==> src/rtl/pipeline_hazard_controller.sv <==
// Stall/flush sequencer for the 5-stage pipeline front end.
// Ports: clk/rst; ID source regs and valid; EX/MEM writeback info;
//   exe_is_mul, forwarding_en, branch_taken in;
//   PC/IF/ID freeze, IF/ID flushes, ID/EX ld, EX/MEM bubble,
//   mul_done, mul_busy out.
module pipeline_hazard_controller #(
    parameter int MUL_CYCLES      = 4,
    parameter int REG_ADDRESS_LEN = 4
) (
    input  logic                       clk,
    input  logic                       rst,
    input  logic                       id_valid,
    input  logic [REG_ADDRESS_LEN-1:0] id_src1,
    input  logic [REG_ADDRESS_LEN-1:0] id_src2,
    input  logic                       id_two_src,
    input  logic                       exe_wb_en,
    input  logic [REG_ADDRESS_LEN-1:0] exe_dest,
    input  logic                       exe_mem_read,
    input  logic                       exe_is_mul,
    input  logic                       mem_wb_en,
    input  logic [REG_ADDRESS_LEN-1:0] mem_dest,
    input  logic                       forwarding_en,
    input  logic                       branch_taken,
    output logic                       pc_freeze,
    output logic                       if_id_freeze,
    output logic                       if_flush,
    output logic                       id_flush,
    output logic                       id_ex_ld,
    output logic                       exe_mem_bubble,
    output logic                       mul_done,
    output logic                       mul_busy
);

    typedef enum logic [1:0] {
        IDLE     = 2'd0,
        MUL_RUN  = 2'd1,
        MUL_LAST = 2'd2
    } state_t;

    // Trigger cycle and MUL_LAST are not counted, hence the -3.
    localparam logic [3:0] CNT_INIT =
        (MUL_CYCLES > 2) ? 4'(MUL_CYCLES - 3) : 4'd0;

    state_t     state;
    state_t     state_nxt;
    logic [3:0] cnt;
    logic [3:0] cnt_nxt;

    logic mul_trigger;
    logic mul_stall;
    logic ex_src1;
    logic ex_src2;
    logic mem_src1;
    logic mem_src2;
    logic m1;
    logic m2;
    logic hazard;

    assign mul_trigger = (state == IDLE) && exe_is_mul;
    assign mul_stall   = mul_trigger || (state == MUL_RUN);

    always_ff @(posedge clk or posedge rst) begin
        if (rst) begin
            state <= IDLE;
            cnt   <= 4'd0;
        end else begin
            state <= state_nxt;
            cnt   <= cnt_nxt;
        end
    end

    always_comb begin
        state_nxt = state;
        cnt_nxt   = cnt;
        unique case (state)
            IDLE: begin
                if (mul_trigger) begin
                    if (MUL_CYCLES == 2) begin
                        state_nxt = MUL_LAST;
                    end else begin
                        state_nxt = MUL_RUN;
                        cnt_nxt   = CNT_INIT;
                    end
                end
            end
            MUL_RUN: begin
                if (cnt == 4'd0) begin
                    state_nxt = MUL_LAST;
                end else begin
                    cnt_nxt = cnt - 4'd1;
                end
            end
            // The multiply leaves EX now; no retrigger from here.
            MUL_LAST: state_nxt = IDLE;
            default:  state_nxt = IDLE;
        endcase
    end

    assign ex_src1  = id_src1 == exe_dest;
    assign ex_src2  = id_two_src && (id_src2 == exe_dest);
    assign mem_src1 = id_src1 == mem_dest;
    assign mem_src2 = id_two_src && (id_src2 == mem_dest);

    assign m1 = id_valid && exe_wb_en && (ex_src1 || ex_src2);
    assign m2 = id_valid && mem_wb_en && (mem_src1 || mem_src2);

    // With forwarding only a load in EX cannot be bypassed.
    assign hazard = forwarding_en ? (m1 && exe_mem_read)
                                  : (m1 || m2);

    assign mul_busy = mul_stall;
    assign mul_done = (state == MUL_LAST);

    // Multiply stall outranks branch; an illegal branch during
    // the stall is simply ignored.
    always_comb begin
        pc_freeze      = 1'b0;
        if_id_freeze   = 1'b0;
        if_flush       = 1'b0;
        id_flush       = 1'b0;
        id_ex_ld       = 1'b1;
        exe_mem_bubble = 1'b0;
        if (mul_stall) begin
            pc_freeze      = 1'b1;
            if_id_freeze   = 1'b1;
            id_ex_ld       = 1'b0;
            exe_mem_bubble = 1'b1;
        end else if (branch_taken) begin
            if_flush = 1'b1;
            id_flush = 1'b1;
        end else if (hazard) begin
            pc_freeze    = 1'b1;
            if_id_freeze = 1'b1;
            id_flush     = 1'b1;
        end
    end

endmodule

==> config.mk <==
export PLATFORM = sky130hd
export DESIGN_NAME = pipeline_hazard_controller
export DESIGN_NICKNAME = d
export VERILOG_FILES = /design/src/rtl/pipeline_hazard_controller.sv
export SDC_FILE = /design/constraint.sdc
export NUM_CORES = 1
export LEC_CHECK = 0
export ABC_AREA = 0
export BUFFER_PORTS_ARGS = -buffer_cell sky130_fd_sc_hd__buf_2
export CAP_MARGIN = 20
export CORE_MARGIN = 2
export CORE_UTILIZATION = 39
export CTS_BUF_LIST = sky130_fd_sc_hd__clkbuf_8
export DETAILED_ROUTE_END_ITERATION = 10
export PLACE_DENSITY = 0.76
export SLEW_MARGIN = 0
export SYNTH_ARGS = -nofsm -noshare
export SYNTH_HDL_FRONTEND = slang
export SYNTH_SLANG_ARGS = --single-unit
==> constraint.sdc <==
create_clock -name clk -period 1.3 [get_ports clk]
set_input_delay 0 -clock clk [delete_from_list [all_inputs] [get_ports clk]]
set_output_delay 0 -clock clk [all_outputs]
set_load 0.02 [all_outputs]
[After elaboration in Yosys (flattened, before gate mapping)]
Cells that the tools add are included.
Word-level totals
  output and inout bits: 8
  register bits after elaboration: 6
  input bits: 26
Operators by class
  muxes and demuxes: 16
  eq/ne operators: 9
  reductions and logical operators: 17
  add/sub/neg operators: 1
Operators with widths (number)
  $eq 4x4->1: 4
  $mux 1: 10
  $logic_and 1x1->1: 8
  $mux 4: 2
  $pmux 4 s2: 1
  $logic_not 4->1: 1
  $logic_or 1x1->1: 4
  $mux 2: 2
  $ne 2x2->1 const B: 2
  $pmux 2 s2: 1
  $sub 4x1->4 const B: 1
  $reduce_and 3->1: 1
  $eq 2x1->1 const B: 1
  $eq 2x2->1 const B: 1
  $logic_not 2->1: 1
  $ne 2x1->1 const B: 1
  $reduce_and 2->1: 1
  $reduce_bool 2->1: 1

[Logic depth before layout (Yosys ltp)]
Gate-level depths: netlist of the first run.
  depth after elaboration: 9
  gate-level depth with buffers: 7

[Worst setup path before layout of the first run]
Ideal clock, no wire load.
  path type: register to output
  start point: reg state[0]
  end point: out pc_freeze
  setup slack: -308 ps
  stages on the path, launching flop included: 7
  data arrival time: 1608 ps
  path buffers: 2
  data required time: 1300 ps
  path through: dfrtp_1 -> clkbuf_2 -> nor2_1 -> nor2_2 -> inv_1 -> o21ai_1 -> buf_4
Between the ends
  cells in the longest elaborated chain, start to end: 4
  elaborated cells on any way between the ends: 5
  those cells by class: 1 x eq/ne; 1 x mux; 3 x reduce/logical
Ends and longest elaborated chain
  start: declaration: line 44  | state_t state;
  start signal: assignment: line 67  | state <= state_nxt;
  $logic_not 2->1: line 59  | assign mul_trigger = (state == IDLE) && exe_is_mul;
  $logic_and 1x1->1: line 59
  $logic_or 1x1->1 (*): line 60  | assign mul_stall = mul_trigger || (state == MUL_RUN);
  $mux 1 (*)
  end: declaration: line 24  | output logic pc_freeze,
Every way passes the cells marked *; elsewhere a longest branch is shown, timed or not.

[Worst setup path in the final report of the first run]
  start point: reg cnt[0]
  end point: reg cnt[1]
Between the ends
  cells in the longest elaborated chain, start to end: 3
  elaborated cells on any way between the ends: 6
  those cells by class: 1 x add/sub; 1 x eq/ne; 2 x mux; 2 x reduce/logical
Ends and longest elaborated chain
  start: declaration: line 46  | logic [3:0] cnt;
  start signal: assignment: line 68  | cnt <= cnt_nxt;
  $sub 4x1->4 or $logic_not 4->1 (tied branches): line 90, 87
  $mux 4 or $ne 2x2->1 (tied branches)
  $pmux 4 s2 or $reduce_and 3->1 (tied branches)
Parallel ways exist; a longest one is shown, timed or not. The select of a mux whose other input is x is not followed.
A chain may end at the register's enable or synchronous reset.

==> results summary, run 1 <==
The flow ran to the end, and the final reports show no timing, DRC or antenna violations. The final design instance area without fill came out at 846 sq um. The count of nets left with antenna violations once routing finished came out at 0. The most critical setup path has its startpoint at cnt[0].

When the netlist entered floorplanning its net count stood at 97. The number of antenna violations at the first check in global routing is 0. The shortest period the worst path allows is 1280 ps.

The detail-routed via count per cell is 5.06. The layout overhead on the synthesized area came out at 49.6%. The clock transition at the registers of the reported paths came out at 40 ps.

The share of power burned in registers came out at 21.6%. In the final layout, the share of cells above drive strength 1 is 45.4%. The data required time at the worst endpoint came out at 1400 ps.

Net switching is 44.0% of the power. Summing all placed instances gives a cell area of 795 sq um. CTS built an H-tree with a depth of 1. Row generation in the floorplan step produced 13 rows. The number of setup buffers added after CTS came out at 0.

The pin count of the biggest net entering global routing came out at 8. The final wirelength is 1.34 mm. The total area inside the core boundary comes to 1330 sq um. For the final routed database, the setup TNS stands at 0 ps. The post-synthesis cell count is 69.

In this run the clock root is driven by a clkbuf_8. In this run the most critical hold path is launched from exe_is_mul. The headroom to the max-slew limit came out at 84.9%. The number of fill cells in the layout is 114. The die area came out at 1770 sq um. For this run, the detailed router's first-pass iteration total came to 3. The post-cts sizing count is 0. The standby leakage power is 0.000444 uW. The number of port buffers is 33.

The number of register bits inferred by synthesis is 6. STA classifies the critical path startpoint as a flip-flop. The part of the cycle the worst path needs is 98.8%. From bottom edge to top edge, the die measures 42.1 um. The startpoint identified for the worst register-to-register timing path is cnt[0]. During I/O placement, the number of pins put on the boundary was 34. Sequential elements use 26.5% of the synthesized area. The post-detailed-route DRC marker count came out at 0. Based on the critical path, the design can be clocked at up to 779 MHz. The starting density of the core came out at 42.4%. The count of final hold-check violations came out at 0. The number of pins exceeding their max-slew limit in the final report came out at 0. Setup repair after global routing could not meet its margin everywhere. In this run the mean area of a mapped cell was 8.20 sq um. Setup violations remaining at the end of the flow were counted as 0. The proportion of power drawn by the clock network came out at 17.4%.

The number of buffers between clock root and the deepest sink came out at 2. The later-pin clock latency in the skew report came out at 220 ps. Summed over all nets, the half-perimeter wirelength after detailed placement is 1.14 mm.

The tightest min-delay check is of the input pin to flip-flop type. Global routing used 17.7% of the available tracks. The setup path with the least slack is of type flip-flop to flip-flop. Yosys mapped the design onto 26 distinct sky130hd cell types. The first-pass GRT wire length is 2.39 mm. The worst clock skew is 0.148 ps. The global placement routability congestion came out at 0.750. The number of global-route vias before repair is 607. STA classifies the critical path endpoint as a flip-flop. Hold is met by 189 ps. The floorplan step set the die width to 42.1 um.

The total vias in the final route came out at 622. The power per cell area is 1960 nW/um^2. The number of buffers inserted during clock tree synthesis came out at 3. The number of maximum-capacitance violations came out at 0. The worst path arrival time came out at 1390 ps.

After synthesis the cells add up to 566 sq um. TritonCTS built the clock tree. For this block, the initial DRC count from the detailed router was 6.

The combinational group share of total power is 61.1%. The register-to-register setup slack came out at 20 ps. Dividing the detail-routed wire length by the instance count gives 10.9 um. The top fanout value on the critical path is 5. The net count of the finished layout is 138.

Counting every sink on the clock net gives 6. The total overflow left after global routing is 0. The analysis attributes to net switching a power of 727 uW. Cell internal power was estimated by the tool at 927 uW. The number of diodes added for antenna fixing came out at 0.

Across the VDD grid, the largest voltage drop is 0.00108 V. The number of synthesis warnings came out at 0. For the pin with the worst max-slew slack, the measured transition is 224 ps.
## sequential cells by signal (all words and copies together), names as in the netlist
register	flops
cnt	4
state	2
## stage by stage
step	std cells	util, %	worst slack (ps)	power (uW)
CTS	123	63.4	8.95	1680
global route	123	63.4	-84.9	1790
detailed placement	119	59.6	16.1	1380
floorplan	69	-	-15.1	1080
finish	123	63.4	15.6	1650
global placement	119	59.6	47.7	1360
## Yosys cell counts
library cell	number	area share [%]
a21oi_1	2	1.8
xor2_1	14	22
ha_1	2	4.4
nor2_1	4	2.7
nor4_1	3	3.3
xnor2_1	2	3.1
inv_1	8	5.3
a22o_1	2	3.1
buf_4	2	2.7
a22oi_1	1	1.3
a31oi_1	2	2.2
o21ai_0	1	0.88
clkbuf_2	1	0.88
a21oi_2	1	1.5
nor2b_1	1	1.1
nor3_1	3	2.7
o21ai_1	1	0.88
nor2_2	1	1.1
o211ai_1	1	1.3
o22ai_1	1	1.1
a21o_1	1	1.3
nor3b_2	1	2.2
dfrtp_1	6	27
nand3_1	3	2.7
nand2_1	4	2.7
o22a_1	1	1.5
## power groups by stage
| stage | sequential [uW] | clock (uW) | combinational [uW] |
|---|---|---|---|
| 6_report | 357 | 287 | 1010 |
| 5_1_grt | 368 | 304 | 1120 |
| 4_1_cts | 358 | 294 | 1020 |
| 3_5_place_dp | 359 | 0 | 1020 |
| 3_3_place_gp | 357 | 0 | 998 |
| 2_1_floorplan | 341 | 0 | 734 |
## layer usage
layer | global-route usage [%] | vias to the layer above | share of wire (%)
met5 | 0 | - | 0
met4 | 9.38 | 0 | 1.8
met3 | 7.76 | 4 | 7.9
met2 | 27.5 | 27 | 46
met1 | 20.4 | 279 | 44
li1 | - | 312 | -
## layout make-up
type | instances | area, sq um | area share (%)
clock buffers | 3 | 41.3 | 4.88
flip-flops and latches | 6 | 150 | 17.8
inverters | 8 | 30.0 | 3.55
repair buffers | 39 | 213 | 25.1
multi-input cells | 52 | 393 | 46.4
well taps | 15 | 18.8 | 2.22
## kinds of logic (layout without fill, tap and decap cells)
kind of cell               after synthesis  after routing  synth area share, %
adders and majority gates                2              2                 4.42
AOI/OAI and AO/OA                       14             14                 17.0
xor gates and xnor gates                16             16                 24.8
buffers and inverters                   11             50                 8.85
and+or+nand+nor                         20             20                 18.4
DFF                                      6              6                 26.5
## cells in the final DEF (no fill, tap or decap), drive strengths merged, types with 2 or more instances in the layout
cell type,netlist,routed
xor2,14,14
a31oi,2,2
inv,8,8
xnor2,2,2
clkbuf,1,3
nand2,4,4
a22o,2,2
nor2,5,5
o21ai,2,2
dfrtp,6,6
ha,2,2
a21oi,3,3
nor3,3,3
buf,2,38
nand3,3,3
nor4,3,3
## final timing paths
path,cells after the start,to
max,7,cnt[1]
min,4,cnt[1]
max reg2reg,7,cnt[1]
min reg2reg,3,cnt[0]
max in group asynchronous,3,cnt[0]
min in group asynchronous,3,cnt[2]
## critical path, cell delays in order (launching register included)
cell and delay (ps):
dfrtp_1 380, inv_2 90, ha_4 130, nor3b_4 180, buf_4 160, nor3_1 40, a21oi_1 100, o22ai_1 80
## timing repair
item | in CTS | in global routing
endpoints found under the hold margin | 6 | 0
setup endpoints to repair | 0 | 3
hold buffers | 1 | 0
(Power assumes the default switching activity.)
==> run 2, diff against run 1 <==
--- a/config.mk
+++ b/config.mk
@@ -8,7 +8,6 @@
 export ABC_AREA = 0
 export BUFFER_PORTS_ARGS = -buffer_cell sky130_fd_sc_hd__buf_2
 export CAP_MARGIN = 20
-export CORE_MARGIN = 2
 export CORE_UTILIZATION = 39
 export CTS_BUF_LIST = sky130_fd_sc_hd__clkbuf_8
 export DETAILED_ROUTE_END_ITERATION = 10
==> run 2 against run 1 <==
  * The run now ends with setup timing left
  * Combinational power about the same
  * Power decreased by 0.28%
  * Flip-flop and latch count unchanged
  * First-iteration DRC count decreased by 17%
  * Largest cell class unchanged
==> results summary, run 2 (synthesis results as in run 1) <==
The number of search-and-repair iterations in the first detailed-routing pass is 4 (+1). The layout cell share with drive strength beyond 1 came out at 45.8% (+0.42 points). Ranked by flip-flop count, first place goes to cnt.

The row count is 13 (unchanged). The count of final hold-check violations is 0 (unchanged). The chip height came out at 40.1 um (-4.8%). The count of boundary I/O pins is 34 (unchanged).

The post-detailed-route DRC marker count was 0 (unchanged). The utilization after layout is 64.3% (+0.88 points). The power per cell area came to 1950 nW/um^2 (-0.43%).

The sum of overflow across all layers after global routing was 0 (unchanged). The number of fill cells in the layout is 100 (-12%). The worst setup path is captured at a flip-flop. The launch point of the worst reg-to-reg path is cnt[1]. The area used by multi-input combinational logic was 398 sq um (+1.3%). The later-pin clock latency in the skew report was 220 ps (about the same).

The residual antenna-violating net count after detailed routing came out at 0 (unchanged). The clock transition at the registers of the reported paths came out at 40 ps (about the same). The worst setup path is launched from a flip-flop.

The shortest period the worst path allows is 1300 ps (+17.8 ps). The number of sinks driven by the clock tree came out at 6 (unchanged). The worst clock skew is 1.79 ps (+1.64 ps). The register-to-register setup slack is -2 ps (-20 ps).

The checks that failed: setup timing. For this design, the slowest cell found on the critical path is dfrtp_1. The top cell types in the final layout, fill and taps aside, are buf_2, xor2_1, dfrtp_1, inv_1.

The number of antenna violations at the first check in global routing came to 0 (unchanged). The maximum vdd ir drop is 0.00151 V (+39%). CTS placed an instance of clkbuf_8 at the clock tree root.

The die area is 1610 sq um (-9.3%). The least setup slack across all paths after layout is -2.27 ps (-17.8 ps). The number of setup buffers added after CTS is 0 (unchanged). The total setup violations reported at the end of the flow was 1 (+1).

Setup repair after global routing could not meet its margin everywhere. The data required time at the worst endpoint is 1410 ps (about the same). The global placement routability congestion came out at 0.817 (+8.9%). The flow ran to the end, but the final reports show violations. The number of diodes added for antenna fixing was 0 (unchanged). The worst path arrival time is 1410 ps (+20 ps). The standby leakage power is 0.000441 uW (-0.74%).

The first-pass GRT wire length is 1.96 mm (-18%). The die boundary width is 40.1 um (-4.8%). TritonCTS built the clock tree. The cell family contributing the most delay on the critical path is flip-flops. The path class of the tightest hold or removal check is input pin to asynchronous set/reset pin.

The number of global-route vias before repair is 519 (-14%). The H-tree depth reported by CTS is 1 (unchanged). The average wire per standard cell came out at 10.2 um (-6.4%). The transition time at the pin with the least slew margin came to 250 ps (+26.1 ps).

Leaving out fill and tap cells, the most frequent cell in the layout is buf_2. The number of flip-flops under the largest register name is 4 (unchanged). The sum of buffers and inverters on the critical path is 1 (-1). The final wirelength came out at 1.24 mm (-7.2%). The placement-stage worst setup slack is 0.149 ps (-16.0 ps).

The critical setup path kind is flip-flop to flip-flop. The part of the cycle the worst path needs is 100% (+1.4 points). The number of port buffers came out at 33 (unchanged). The number of buffers inserted during clock tree synthesis came out at 3 (unchanged). The sequential cell area came to 150 sq um (unchanged). The core box area came out at 1320 sq um (-1.2%). The worst hold-check slack is 227 ps (+37.2 ps).

The highest achievable clock rate is 768 MHz (-1.4%). The pin count of the biggest net entering global routing came to 8 (unchanged). Relative to the synthesized area, the layout overhead comes to 49.8%. The number of buffers between clock root and the deepest sink came out at 2 (unchanged). The number of pins exceeding their max-slew limit in the final report came out at 0 (unchanged).

The overall global routing resource usage is 18.7% (+0.97 points). Traced cell by cell, the critical path runs through inv_2 -> ha_4 -> nor3b_4 -> nor2_1 -> nand3_1 -> o21ai_1 -> a22o_1. The initial DRC count is 5 (-1).

The number of maximum-capacitance violations came to 0 (unchanged). The starting density of the core came to 42.9% (+0.52 points). The largest registers in the layout are cnt (4), state (2). The endpoint of the worst register-to-register path is cnt[2]. The total vias in the final route came out at 604 (-2.9%). The largest incremental delay on the critical path is 380 ps (about the same). The number of cells traversed by the worst register-to-register path came out at 7 (unchanged). The detailed-placement wirelength estimate is 1.08 mm (-5.0%). The top fanout value on the critical path came out at 2 (-3). The final layout net count is 137 (-0.72%). The detail-routed via count per cell came out at 4.95 (-2.1%). The headroom to the max-slew limit came out at 83.2% (-1.8 points).

The sum of negative setup slack came to -2.27 ps (-2.27 ps).
-- run 2: cell type report --
| type | instances | area share (%) |
|---|---|---|
| clock buffer | 3 | 4.87 |
| inverter | 8 | 3.55 |
| multi-input combinational | 52 | 47.0 |
| sequential | 6 | 17.7 |
| tap | 15 | 2.22 |
| timing repair buffer | 38 | 24.7 |
-- run 2: worst max path at each step --
stage | from | to | depth (start not counted) | slack, ps
final | cnt[1] | cnt[2] | 7 | -2
after detailed placement | cnt[1] | cnt[1] | 7 | 0.1
after CTS | cnt[1] | cnt[1] | 7 | -10
after global placement | cnt[1] | cnt[1] | 7 | 30
after global routing | cnt[0] | cnt[2] | 7 | -90
after floorplan | cnt[0] | cnt[2] | 7 | -20
-- run 2: tightest hold or removal path: stages --
cell and delay, ps:
dlygate4sd3_1 530, buf_2 120, inv_1 180
-- run 2: power by group --
part	leakage (uW)	total (uW)	switching, uW	internal, uW
Combinational	0.000346	1010	556	456
Sequential	0.0000739	360	86.6	274
Clock	0.0000216	277	78.3	199
-- run 2: layer usage --
metal / global-route usage [%] / wire length, um
met5: 0 / 0
met1: 21.3 / 575
met3: 6.67 / 88
met4: 7.76 / 9
met2: 31.0 / 567
-- run 2: repair_timing --
item / 4_1_cts / 5_1_grt
endpoints found under the setup margin: 1 / 5
hold buffers: 1 / 0
gates resized for setup: 0 / 2
endpoints found under the hold margin: 6 / 0
pin swaps: 0 / 1
-- run 2: per-stage QoR --
stage                     std cells  instance area (sq um)  power [uW]
after floorplan                  69                    593        1080
after global placement          118                    787        1340
after detailed placement        118                    787        1350
after CTS                       122                    838        1640
after global routing            122                    847        1800
final                           122                    847        1650
==> run 3, diff against run 2 <==
--- a/config.mk
+++ b/config.mk
@@ -8,10 +8,13 @@
 export ABC_AREA = 0
 export BUFFER_PORTS_ARGS = -buffer_cell sky130_fd_sc_hd__buf_2
 export CAP_MARGIN = 20
-export CORE_UTILIZATION = 39
+export CELL_PAD_IN_SITES_DETAIL_PLACEMENT = 0
+export CELL_PAD_IN_SITES_GLOBAL_PLACEMENT = 2
+export CORE_ASPECT_RATIO = 1.5
+export CORE_UTILIZATION = 20
 export CTS_BUF_LIST = sky130_fd_sc_hd__clkbuf_8
 export DETAILED_ROUTE_END_ITERATION = 10
-export PLACE_DENSITY = 0.76
+export PLACE_DENSITY_LB_ADDON = 0.1
 export SLEW_MARGIN = 0
 export SYNTH_ARGS = -nofsm -noshare
 export SYNTH_HDL_FRONTEND = slang
==> run 3 against run 2 <==
  * The run still ends with setup timing left
  * Critical path depth unchanged
  * Maximum frequency decreased by 1.6%
  * Worst setup slack got worse by 21 ps
  * Critical path type unchanged
  * Combinational power increased by 14%
  * Final cell count is 23% higher
  * Flip-flop and latch count unchanged
  * Register-to-register slack got worse by 20 ps
  * Critical endpoint unchanged
  * Global-route usage is 6.0 points lower
  * Power increased by 9.1%
  * Sequential power grew 3%
  * Clock power barely moved
==> results summary, run 3 (synthesis results as in run 1) <==
The largest incremental delay on the critical path came out at 380 ps (about the same). The chip height came out at 67.1 um (+67%). The clock transition at the registers of the reported paths is 40 ps (about the same). The critical setup path kind is flip-flop to flip-flop. The headroom to the max-slew limit came out at 83.2% (about the same).

The later-pin clock latency in the skew report is 230 ps (about the same). The standby leakage power is 0.000468 uW (+6.1%). The final wirelength is 1.61 mm (+30%).

The overall global routing resource usage is 12.6% (-6.0 points). The average wire per standard cell is 10.7 um (+5.7%). The layout overhead on the synthesized area came out at 62.6%. The row count is 23 (+10).

The transition time at the pin with the least slew margin came out at 249 ps (-1.02 ps). The power per cell area was 1960 nW/um^2 (+0.51%). The top cell types in the final layout, fill and taps aside, are buf_2, xor2_1, buf_4, inv_1, dfrtp_1. The number of cells traversed by the worst register-to-register path came out at 7 (unchanged).

Broken down by cell family, the worst path's largest delay share belongs to flip-flops. The critical path starts at cnt[0]. The number of sinks driven by the clock tree was 6 (unchanged). The die boundary width came to 45.4 um (+13%). The placement-stage worst setup slack came out at -54.9 ps (-55.1 ps). The H-tree depth reported by CTS is 1 (unchanged). The layout cell share with drive strength beyond 1 is 51.3% (+5.5 points). The number of port buffers came out at 33 (unchanged).

The global placement routability congestion is 0.716 (-12%). The number of diodes added for antenna fixing came out at 0 (unchanged). The TritonCTS clock tree is built.

The starting density of the core is 21.1% (-22 points). The final layout net count is 143 (+4.4%). The overall power is 1800 uW (+9.1%). The worst hold-check slack came out at 235 ps (+8.01 ps). The maximum vdd ir drop is 0.000542 V (-64%). The top fanout value on the critical path is 4 (+2). The signal on the critical path passes through inv_2 -> ha_4 -> nor3b_4 -> nor2_2 -> nand3_1 -> o21ai_1 -> a22o_1.

The number of fill cells in the layout came out at 310 (+210%). The final design instance area without fill is 920 sq um (+8.6%). STA classifies the critical path endpoint as a flip-flop. In the final layout, the registers with the most flip-flops are cnt (4), state (2). The sum of overflow across all layers after global routing is 0 (unchanged). The least setup slack across all paths after layout came out at -23.3 ps (-21.1 ps). The combinational group share of total power came to 63.8% (+2.5 points). The net switching share of the total power was 43.1% (-0.62 points).

The count of final hold-check violations is 0 (unchanged). The residual antenna-violating net count after detailed routing was 0 (unchanged). The pin count of the biggest net entering global routing came out at 8 (unchanged). The number of global-route vias before repair is 682 (+31%). The register-to-register setup slack is -20 ps (-20 ps). The post-place instance area came out at 830 sq um (+5.4%). The number of buffers inserted during clock tree synthesis is 3 (unchanged). The number of buffers between clock root and the deepest sink was 2 (unchanged). The initial DRC count is 8 (+3). The kind of start point of the critical path is a flip-flop. The sum of buffers and inverters on the critical path came out at 1 (unchanged). The total setup violations reported at the end of the flow came out at 2 (+1). The cell sitting at the root of the clock tree is a clkbuf_8. The core box area was 2680 sq um (+100%). Among all stages on the critical path, the largest delay is contributed by dfrtp_1.

The first-pass GRT wire length came out at 2.69 mm (+37%). In this run the critical register-to-register path is captured at cnt[2]. The final reports fail on setup timing.

The part of the cycle the worst path needs was 102% (+1.6 points). The data required time at the worst endpoint is 1410 ps (about the same). The detail-routed via count per cell is 4.35 (-12%).

The sequential cell area was 151 sq um (+0.83%). The post-detailed-route DRC marker count came out at 0 (unchanged). The detailed-placement wirelength estimate came out at 1.44 mm (+33%).

The total vias in the final route came out at 652 (+7.9%). The number of pins exceeding their max-slew limit in the final report came out at 0 (unchanged). The number of search-and-repair iterations in the first detailed-routing pass came to 4 (unchanged). The worst path arrival time came to 1430 ps (+20 ps). The number of maximum-capacitance violations is 0 (unchanged). The proportion of power drawn by the clock network is 15.6% (-1.2 points). Setup repair after global routing could not meet its margin everywhere. Counting flops per register, the top entry is cnt. The flow ran to the end, but the final reports show violations. The die area is 3050 sq um (+90%). The most common cell after layout, fill and taps aside is buf_2. The launch point of the worst reg-to-reg path is cnt[0]. The min-delay analysis places its worst path in the category input pin to asynchronous set/reset pin. The share of power burned in registers was 20.7% (-1.2 points). The worst clock skew is 1.59 ps (-0.196 ps). The area used by multi-input combinational logic is 400 sq um (+0.63%). The shortest period the worst path allows was 1320 ps (+21.1 ps). The internal power summed over all cells was 1020 uW (+10%).

The highest achievable clock rate came out at 756 MHz (-1.6%). The number of flip-flops under the largest register name came out at 4 (unchanged). The switching power summed over all nets is 775 uW (+7.6%). The number of antenna violations at the first check in global routing is 0 (unchanged). The count of boundary I/O pins is 34 (unchanged).
[run 3: cell types whose count changed in the layout (fill, tap and decap cells not counted), sizes merged]
cell  change
buf       +6
[run 3: metrics by stage]
stage | setup TNS, ps | utilization (%) | instances
2_1_floorplan | -15.1 | - | 69
3_3_place_gp | -13.7 | 31.0 | 142
3_5_place_dp | -54.9 | 31.0 | 142
4_1_cts | -64.9 | 33.2 | 147
5_1_grt | -301 | 34.4 | 150
6_report | -27.6 | 34.4 | 150
[run 3: what timing repair did]
| item | 4_1_cts | 5_1_grt |
|---|---|---|
| endpoints found under the hold margin | 6 | 0 |
| pin swaps | 1 | 5 |
| resized for setup | 0 | 4 |
| hold buffers | 1 | 0 |
| buffers inserted | 1 | 3 |
| setup endpoints to repair | 2 | 5 |
[run 3: metal layers]
metal	up-vias	global-route usage (%)	share of wire [%]
met5	-	0	0
met1	298	10.3	31
met2	23	25.0	60
met3	6	2.71	5.6
met4	0	7.95	3.0
li1	325	-	-
[run 3: how the worst max path moves through the flow]
stage	to	slack, ps	depth (start not counted)
after detailed placement	cnt[2]	-50	7
after floorplan	cnt[2]	-20	7
after CTS	cnt[2]	-60	7
final	cnt[2]	-20	7
after global placement	cnt[2]	-10	7
after global routing	cnt[2]	-120	7
[run 3: power groups by stage]
stage | sequential (uW) | clock, uW | combinational [uW]
after floorplan | 341 | 0 | 734
after global placement | 371 | 0 | 1060
after detailed placement | 372 | 0 | 1060
after CTS | 369 | 282 | 1090
after global routing | 383 | 298 | 1280
final | 372 | 280 | 1150
[run 3: tightest hold or removal path: stages]
cell,delay (ps)
dlygate4sd3_1,530
buf_2,110
inv_1,190
[run 3: cell type report]
cell class	count	area share, %
timing repair buffer	44	27.2
multi-input combinational	52	43.5
clock buffer	3	4.49
inverter	8	3.27
sequential	6	16.5
tap	37	5.03
